<file path="src/rtl/fsmc_read_port.sv">
// rtl/fsmc_read_port.sv - FSMC read-back responder: register map, status byte and event FIFO
module fsmc_read_port #(
  parameter int DATA_W     = 8,
  parameter int ADDR_W     = 4,
  parameter int FIFO_DEPTH = 16
) (
  input  logic              CLK_IN,
  input  logic              RESET,
  input  logic              FSMC_nCS,
  input  logic              FSMC_NOE,
  input  logic [ADDR_W-1:0] FSMC_ADD,
  output logic [DATA_W-1:0] FSMC_DATAOUT,
  output logic              FSMC_DATA_OE,
  input  logic [DATA_W-1:0] R1,
  input  logic [DATA_W-1:0] R2,
  input  logic [DATA_W-1:0] R3,
  input  logic [DATA_W-1:0] PUSH_DATA,
  input  logic              PUSH_VALID,
  output logic              PUSH_READY,
  output logic [4:0]        FIFO_COUNT
);

  localparam int         PTR_W   = $clog2(FIFO_DEPTH);
  localparam logic [4:0] DEPTH_C = 5'(FIFO_DEPTH);

  typedef enum logic {IDLE, DRIVE} state_t;

  state_t            state;
  logic              cs_meta, cs_s, noe_meta, noe_s;
  logic              rd_act;
  logic [ADDR_W-1:0] addr_q;
  logic              pop_armed;
  logic [DATA_W-1:0] mem [FIFO_DEPTH];
  logic [PTR_W-1:0]  wr_ptr, rd_ptr;
  logic              ovf;
  logic              full, empty, push, drop, read_end, pop, clr_ovf;
  logic [4:0]        count_next;
  logic [7:0]        status;
  logic [DATA_W-1:0] map_data;

  // Two-flop synchronizers for the asynchronous bus strobes; reset to the idle (high) level
  always_ff @(posedge CLK_IN or negedge RESET) begin
    if (!RESET) begin
      {cs_meta, cs_s, noe_meta, noe_s} <= '1;
    end else begin
      cs_meta  <= FSMC_nCS;
      cs_s     <= cs_meta;
      noe_meta <= FSMC_NOE;
      noe_s    <= noe_meta;
    end
  end

  assign rd_act   = !cs_s && !noe_s;
  assign full     = (FIFO_COUNT == DEPTH_C);
  assign empty    = (FIFO_COUNT == 5'd0);
  assign push     = PUSH_VALID && PUSH_READY;
  assign drop     = PUSH_VALID && !PUSH_READY;
  assign read_end = (state == DRIVE) && !rd_act;
  assign pop      = read_end && pop_armed;
  assign clr_ovf  = read_end && (addr_q == ADDR_W'(3));
  assign status   = {full, empty, ovf, FIFO_COUNT};

  // Address map decode, sampled only at the start of a read
  always_comb begin
    map_data = '0;
    case (FSMC_ADD)
      ADDR_W'(0): map_data = R1;
      ADDR_W'(1): map_data = R2;
      ADDR_W'(2): map_data = R3;
      ADDR_W'(3): map_data = DATA_W'(status);
      ADDR_W'(4): map_data = empty ? '0 : mem[rd_ptr];
      default:    map_data = '0;
    endcase
  end

  // Read FSM: latch address and data on read start, hold them for the whole strobe
  always_ff @(posedge CLK_IN or negedge RESET) begin
    if (!RESET) begin
      state        <= IDLE;
      addr_q       <= '0;
      pop_armed    <= 1'b0;
      FSMC_DATAOUT <= '0;
      FSMC_DATA_OE <= 1'b0;
    end else begin
      case (state)
        IDLE: begin
          if (rd_act) begin
            addr_q       <= FSMC_ADD;
            // an empty-FIFO read must not pop an entry pushed later during the strobe
            pop_armed    <= (FSMC_ADD == ADDR_W'(4)) && !empty;
            FSMC_DATAOUT <= map_data;
            FSMC_DATA_OE <= 1'b1;
            state        <= DRIVE;
          end
        end
        DRIVE: begin
          if (!rd_act) begin
            FSMC_DATA_OE <= 1'b0;
            state        <= IDLE;
          end
        end
        default: state <= IDLE;
      endcase
    end
  end

  // Occupancy after this cycle's push and read-end pop
  always_comb begin
    count_next = FIFO_COUNT;
    if (push && !pop) begin
      count_next = FIFO_COUNT + 5'd1;
    end else if (pop && !push) begin
      count_next = FIFO_COUNT - 5'd1;
    end
  end

  // FIFO pointers, occupancy, ready flag and sticky overflow (set beats clear)
  always_ff @(posedge CLK_IN or negedge RESET) begin
    if (!RESET) begin
      wr_ptr     <= '0;
      rd_ptr     <= '0;
      FIFO_COUNT <= 5'd0;
      PUSH_READY <= 1'b1;
      ovf        <= 1'b0;
    end else begin
      if (push) wr_ptr <= wr_ptr + PTR_W'(1);
      if (pop)  rd_ptr <= rd_ptr + PTR_W'(1);
      FIFO_COUNT <= count_next;
      PUSH_READY <= (count_next != DEPTH_C);
      if (drop) begin
        ovf <= 1'b1;
      end else if (clr_ovf) begin
        ovf <= 1'b0;
      end
    end
  end

  // FIFO storage; contents are don't-care until written, pointers define validity
  always_ff @(posedge CLK_IN) begin
    if (push) mem[wr_ptr] <= PUSH_DATA;
  end

endmodule

</file>
<file path="config.mk">
export PLATFORM = sky130hd
export DESIGN_NAME = fsmc_read_port
export DESIGN_NICKNAME = d
export VERILOG_FILES = /design/src/rtl/fsmc_read_port.sv
export SDC_FILE = /design/constraint.sdc
export NUM_CORES = 1
export LEC_CHECK = 0
export ABC_AREA = 1
export ABC_CLOCK_PERIOD_IN_PS = 1800
export BUFFER_PORTS_ARGS = -buffer_cell sky130_fd_sc_hd__buf_4
export CAP_MARGIN = 20
export CORE_UTILIZATION = 30
export DETAILED_ROUTE_END_ITERATION = 7
export GPL_ROUTABILITY_DRIVEN = 1
export HOLD_SLACK_MARGIN = 0.15
export PLACE_DENSITY = 0.58
export SLEW_MARGIN = 20
export SYNTH_ARGS = -nofsm -noshare
export SYNTH_HDL_FRONTEND = slang
export SYNTH_SLANG_ARGS = --single-unit
</file>
<file path="constraint.sdc">
create_clock -name CLK_IN -period 1.8 [get_ports CLK_IN]
set_input_delay 0.09 -clock CLK_IN [delete_from_list [all_inputs] [get_ports CLK_IN]]
set_output_delay 0.09 -clock CLK_IN [all_outputs]
set_load 0.01 [all_outputs]
</file>
Word-level counts from Yosys, hierarchy flattened
Memory sizes are Yosys's and may differ from the RTL's.
Index checks and enable logic that the tools add are counted.
- bits of input ports: 41
- output and inout bits: 15
- register bits: 34
- logic and storage cells: 62
- ROM bits: 0
- bits in latches: 0
- memories kept: 1
- RAM bits: 128
- multiply operators: 0
- equality and inequality tests: 9
- mux-type cells: 12
- add/subtract/negate cells: 4
- reductions and logical operators: 21
- $lt $le $gt $ge: 0
- shift operators: 0
- divide/modulo/power cells: 0
- bitwise operators: 1
- memories (name ; words ; width ; read ports ; clocked after Yosys merged registers in ; wr ports ; RTL line ; RTL):
    mem ; 16 ; 8 ; 1 ; 0 ; 1 ; 33 ; logic [DATA_W-1:0] mem [FIFO_DEPTH];
- operators by type and width (cell ; count):
    $pmux 8 s5 ; 1
    $eq 4x2->1 const B ; 3
    $mux 5 ; 2
    $logic_and 1x1->1 ; 9
    $add 4x1->4 const B ; 2
    $mux 8 ; 1
    $logic_not 1->1 ; 7
    $mux 1 ; 7
    $add 5x1->5 const B ; 1
    $eq 5x5->1 const B ; 1
    $logic_not 5->1 ; 1
    $ne 5x5->1 const B ; 1
    $sub 5x1->5 const B ; 1
    $eq 4x1->1 const B ; 1
    $eq 4x3->1 const B ; 1
    $logic_not 4->1 ; 1
    $ne 2x2->1 const B ; 2
    $reduce_and 2->1 ; 2
    $pmux 1 s2 ; 1
    $reduce_bool 2->1 ; 1
    $not 1->1 ; 1

Depth between registers and ports, before layout
- depth in word-level cells: 9
- gate-level depth with buffers: 13
- gate-level depth less buffers: 12

Worst setup path after synthesis
No wires, ideal clock.
- path type: register to register
- start point: register PUSH_READY
- end point: memory mem[11][0], enable pin
- required time: 1.417 ns
- data arrival time: 1.300 ns
- path slack: 0.116 ns
- stages on the path, launching flop included: 3
- buffers on the path: 0
- clock period less this slack: 1.684 ns
- setup time: 0.383 ns
- cell sequence: dfstp_2 > nand2_2 > nor3_1
- longest elaborated chain between the ends: 3
- ends and longest elaborated chain (what ; RTL line ; RTL):
    start: declaration ; 19 ; output logic PUSH_READY,
    start signal: assignment ; 129 ; PUSH_READY <= (count_next != DEPTH_C);
    $logic_and 1x1->1 ; 56 ; assign push = PUSH_VALID && PUSH_READY;
    $mux 1 ; 140 ; if (push) mem[wr_ptr] <= PUSH_DATA;
    $mux 1 (not written as such) ; 140 ;
    end: declaration ; 33 ;
Every way passes these cells.

Worst setup path after layout
- start point: register cs_s
- end point: register PUSH_READY
- longest elaborated chain between the ends: 9
- elaborated cells between the ends (all ways): 11
- classes of those cells: eq/ne (1); mux (2); reduce/logical (8)
- ends and longest elaborated chain (what ; RTL line ; RTL):
    start: declaration ; 29 ; logic cs_meta, cs_s, noe_meta, noe_s;
    start signal: assignment ; 47 ; cs_s <= cs_meta;
    $logic_not 1->1 (*) ; 53 ; assign rd_act = !cs_s && !noe_s;
    $logic_and 1x1->1 (*) ; 53 ;
    net rd_act ; 30 ; logic rd_act;
    $logic_not 1->1 (*) ; -- ;
    $logic_and 1x1->1 (*) ; 58 ; assign read_end = (state == DRIVE) && !rd_act;
    $logic_and 1x1->1 (*) ; 59 ; assign pop = read_end && pop_armed;
    $logic_and 1x1->1 or $logic_not 1->1 (tied branches) ; 112, 110 ;
    $mux 5 or $logic_and 1x1->1 (tied branches) ; 112, 110 ;
    $mux 5 (*) ; 110 ; if (push && !pop) begin
    net count_next[4] ; 37 ; logic [4:0] count_next;
    $ne 5x5->1 (*) ; 129 ;
Mark *: on every way through the listed nets, which the timed path passes. The rest lies on a longest branch.
A chain may end at the register's enable or synchronous reset.

==> results.yml <==
outcome:
  outcome: "complete, no violations"
detailed_routing:
  highest_layer: "met4"
  met3_wirelength_um: 824
  post_drt_via_cell_ratio: 4.52
  route.vias.total: 5316
  drt_first_pass_iters: 7
  wirelength_mm: 18.7
  route.detailed.drc: 0
  routed_wire_length_per_instance_um: 15.9
  final_antenna_net_count: 0
  wl_met1_mm: 8.19
  dr_wl_met2_mm: 9.19
  drtIter0Drc: 394
yosys:
  yosysWarningCount: 0
  postSynthNetCount: 768
  syn-mean-instance-area_um2: 9.97
  post_synth_most_frequent_cells: "sky130_fd_sc_hd__nand2_1, sky130_fd_sc_hd__edfxtp_1, sky130_fd_sc_hd__nand3_1"
  ys_dominant_reg_cell: "sky130_fd_sc_hd__edfxtp_1"
  synth_area_leaders: "sky130_fd_sc_hd__edfxtp_1, sky130_fd_sc_hd__nand2_1, sky130_fd_sc_hd__dfrtp_1"
  synth_cells: 718
  fraction_of_the_yosys_area_taken_by_sequential_cells_pct: 65.7
  synth.ff_latch_count: 162
  synth_enable_flop_cells: 128
  netlist.top_cell.by_area: "sky130_fd_sc_hd__edfxtp_1"
  async_reset_ff_share_pct: 21.0
  synth_top_area_share_pct: 53.7
  yosysMostFrequentCell: "sky130_fd_sc_hd__nand2_1"
  synth.cell_area_mm2: 0.00716
  number_of_unique_standard_cell_types_used_by_synthesis: 25
global_route:
  grt_antenna_before_repair: 0
  number_of_global_route_vias_before_repair: 5346
  global_route.usage.total_pct: 16.2
  grt_first_pass_wirelength_mm: 29.4
  grt_start_max_net_pins: 35
  grt-ovfl-total: 0
floorplan:
  placeable_area_mm2: 0.0234
  die_height_um: 156
  initial_core_util_pct: 30.6
  std_cell_rows: 56
  width_of_the_die_um: 156
  dieArea_mm2: 0.0245
  io_pins: 56
critical_path:
  worst_ep_arrival_time_ns: 2.05
  cp_data_required_time_ns: 2.15
  critPathMaxFanout: 5
  critical_path_class: "register to register"
  worst_setup_path_start_kind: "register"
  rrSetupSlack_ns: 0.11
  worst_setup_path_end_kind: "register"
sta:
  timing.final.crit_share_pct: 94.1
  hold_viol_final: 0
  clock.fmax_ghz: 0.590
  report.final.setup_viol: 0
  relSlewSlack_pct: 61.2
  worst-slew-pin-transition_ns: 0.580
  final_max_slew_viol_count: 0
  layout_min_cycle_time_ns: 1.69
  clock_skew_ns: 0.00925
final_layout:
  nNetsFinal: 893
  final_cell_area_mm2: 0.00910
  final_util_pct: 38.9
  num_antenna_cells: 0
  synthToLayoutAreaGrowth_pct: 27.2
  fillerInstances: 2295
  layout-drive-gt1-share_pct: 16.6
power:
  power.leakage_uw: 0.00392
  worst_ir_drop_vdd_uv: 738
  pwr_density_cell_mw_per_mm2: 1260
clocking:
  cts_tree: "built"
  clock_path_buffers: 2
  worst_setup_hold_path_clk_slew_ns: 0.07
  clock_insertion_delay_worst_skew_ns: 0.43
  clk_root_buffer_cell: "sky130_fd_sc_hd__clkbuf_16"
  clock-sinks: 162
  tritoncts.num_buffers: 17
  cts-htree-levels: 4
place:
  postPlaceCellArea_mm2: 0.00810
  post-dp-hpwl_mm: 12.2
  gp_routability_congestion: 0.837
  buffer_ports.inserted: 55
min_path:
  worst_hold_path_type: "input port to asynchronous set/reset pin"
run:
  drv_cap: 0
==> cell usage in the layout, fill, tap and decap left out, drive strengths merged <==
master	n
nand3	82
o21ai	25
ha	9
dfrtp	29
nor2	53
buf	89
edfxtp	128
bufinv	1
clkbuf	17
clkinv	7
nand2	273
dlygate4sd3	40
dfstp	5
o22ai	2
xor2	7
inv	79
nor3	7
nand4	2
nor4	1
==> kinds of logic after synthesis <==
group | count (synthesis) | synth area share [%]
XOR/XNOR | 7 | 0.857
flip-flops | 162 | 65.7
adder cells (fa/ha/maj) | 9 | 1.57
AND/OR/NAND/NOR | 418 | 23.9
buffers and inverters | 95 | 6.07
AO/OA/AOI/OAI | 27 | 1.92
==> worst max-delay path: stages, from the launching register on <==
cell and delay [ns]:
sky130_fd_sc_hd__dfstp_2 0.53, sky130_fd_sc_hd__nor2_2 0.04, sky130_fd_sc_hd__inv_1 0.05, sky130_fd_sc_hd__ha_2 0.23
sky130_fd_sc_hd__nand2_4 0.08, sky130_fd_sc_hd__inv_1 0.11, sky130_fd_sc_hd__nand2_2 0.08, sky130_fd_sc_hd__o22ai_1 0.18
sky130_fd_sc_hd__nand2_1 0.08, sky130_fd_sc_hd__o21ai_1 0.13, sky130_fd_sc_hd__nand3_1 0.11
==> sequential cells by signal (all words and copies together) (netlist names) <==
| register | count |
|---|---|
| mem | 128 |
| wr_ptr | 4 |
| noe_meta | 1 |
| FSMC_DATAOUT | 8 |
| FIFO_COUNT | 5 |
| addr_q | 4 |
| ovf | 1 |
| FSMC_DATA_OE | 1 |
| pop_armed | 1 |
| rd_ptr | 4 |
| cs_meta | 1 |
| state | 1 |
| PUSH_READY | 1 |
| noe_s | 1 |
| cs_s | 1 |
==> power by group <==
group / leakage (uW) / switching (uW) / internal (uW) / total (uW)
registers: 0.00157 / 273 / 4540 / 4820
clock network: 0.000284 / 1590 / 1950 / 3540
logic: 0.00207 / 2010 / 1120 / 3130
==> cell type report <==
| type | instances | area, um2 | share of cell area [%] |
|---|---|---|---|
| clock buffers | 17 | 425 | 4.67 |
| multi-input cells | 461 | 2040 | 22.4 |
| inverters | 72 | 270 | 2.97 |
| flip-flops and latches | 162 | 4700 | 51.6 |
| clock inverters | 15 | 146 | 1.61 |
| well taps | 319 | 399 | 4.38 |
| repair buffers | 129 | 1120 | 12.3 |
==> routing by layer <==
metal / up-vias / GRT usage (%)
li1: 2597 / -
met4: 0 / 7.10
met2: 142 / 26.8
met3: 34 / 3.16
met1: 2543 / 20.7
met5: - / 0
==> worst paths after layout <==
check                      cells past startpoint               to     start
max reg2reg                                   10       PUSH_READY      cs_s
min                                            2  FSMC_DATAOUT[0]     RESET
max in group asynchronous                      2            noe_s     RESET
min in group CLK_IN                            2          cs_meta  FSMC_nCS
min reg2reg                                    0             cs_s   cs_meta
max                                           10       PUSH_READY      cs_s
==> stage by stage <==
step | TNS (ns) | power [uW] | hold slack, ns | instances | worst slack, ns
after floorplan | 0 | 6740 | -0.206 | 718 | 0.116
after global placement | -0.0388 | 7890 | 0.0782 | 1101 | -0.0388
after detailed placement | 0 | 7900 | 0.0786 | 1101 | 0.0224
after CTS | 0 | 11500 | 0.151 | 1173 | 0.0344
after global routing | -0.00821 | 12100 | 0.190 | 1175 | -0.00821
final | 0 | 11500 | 0.163 | 1175 | 0.106
==> timing repair <==
action / 4_1_cts / 5_1_grt
hold buffers: 40 / 0
gates resized for setup: 1 / 7
buffers inserted: 0 / 2
pin swaps: 0 / 3
endpoints found under the hold margin: 181 / 0
setup endpoints to repair: 1 / 2
No activity file was read; power rests on OpenSTA's default activity.
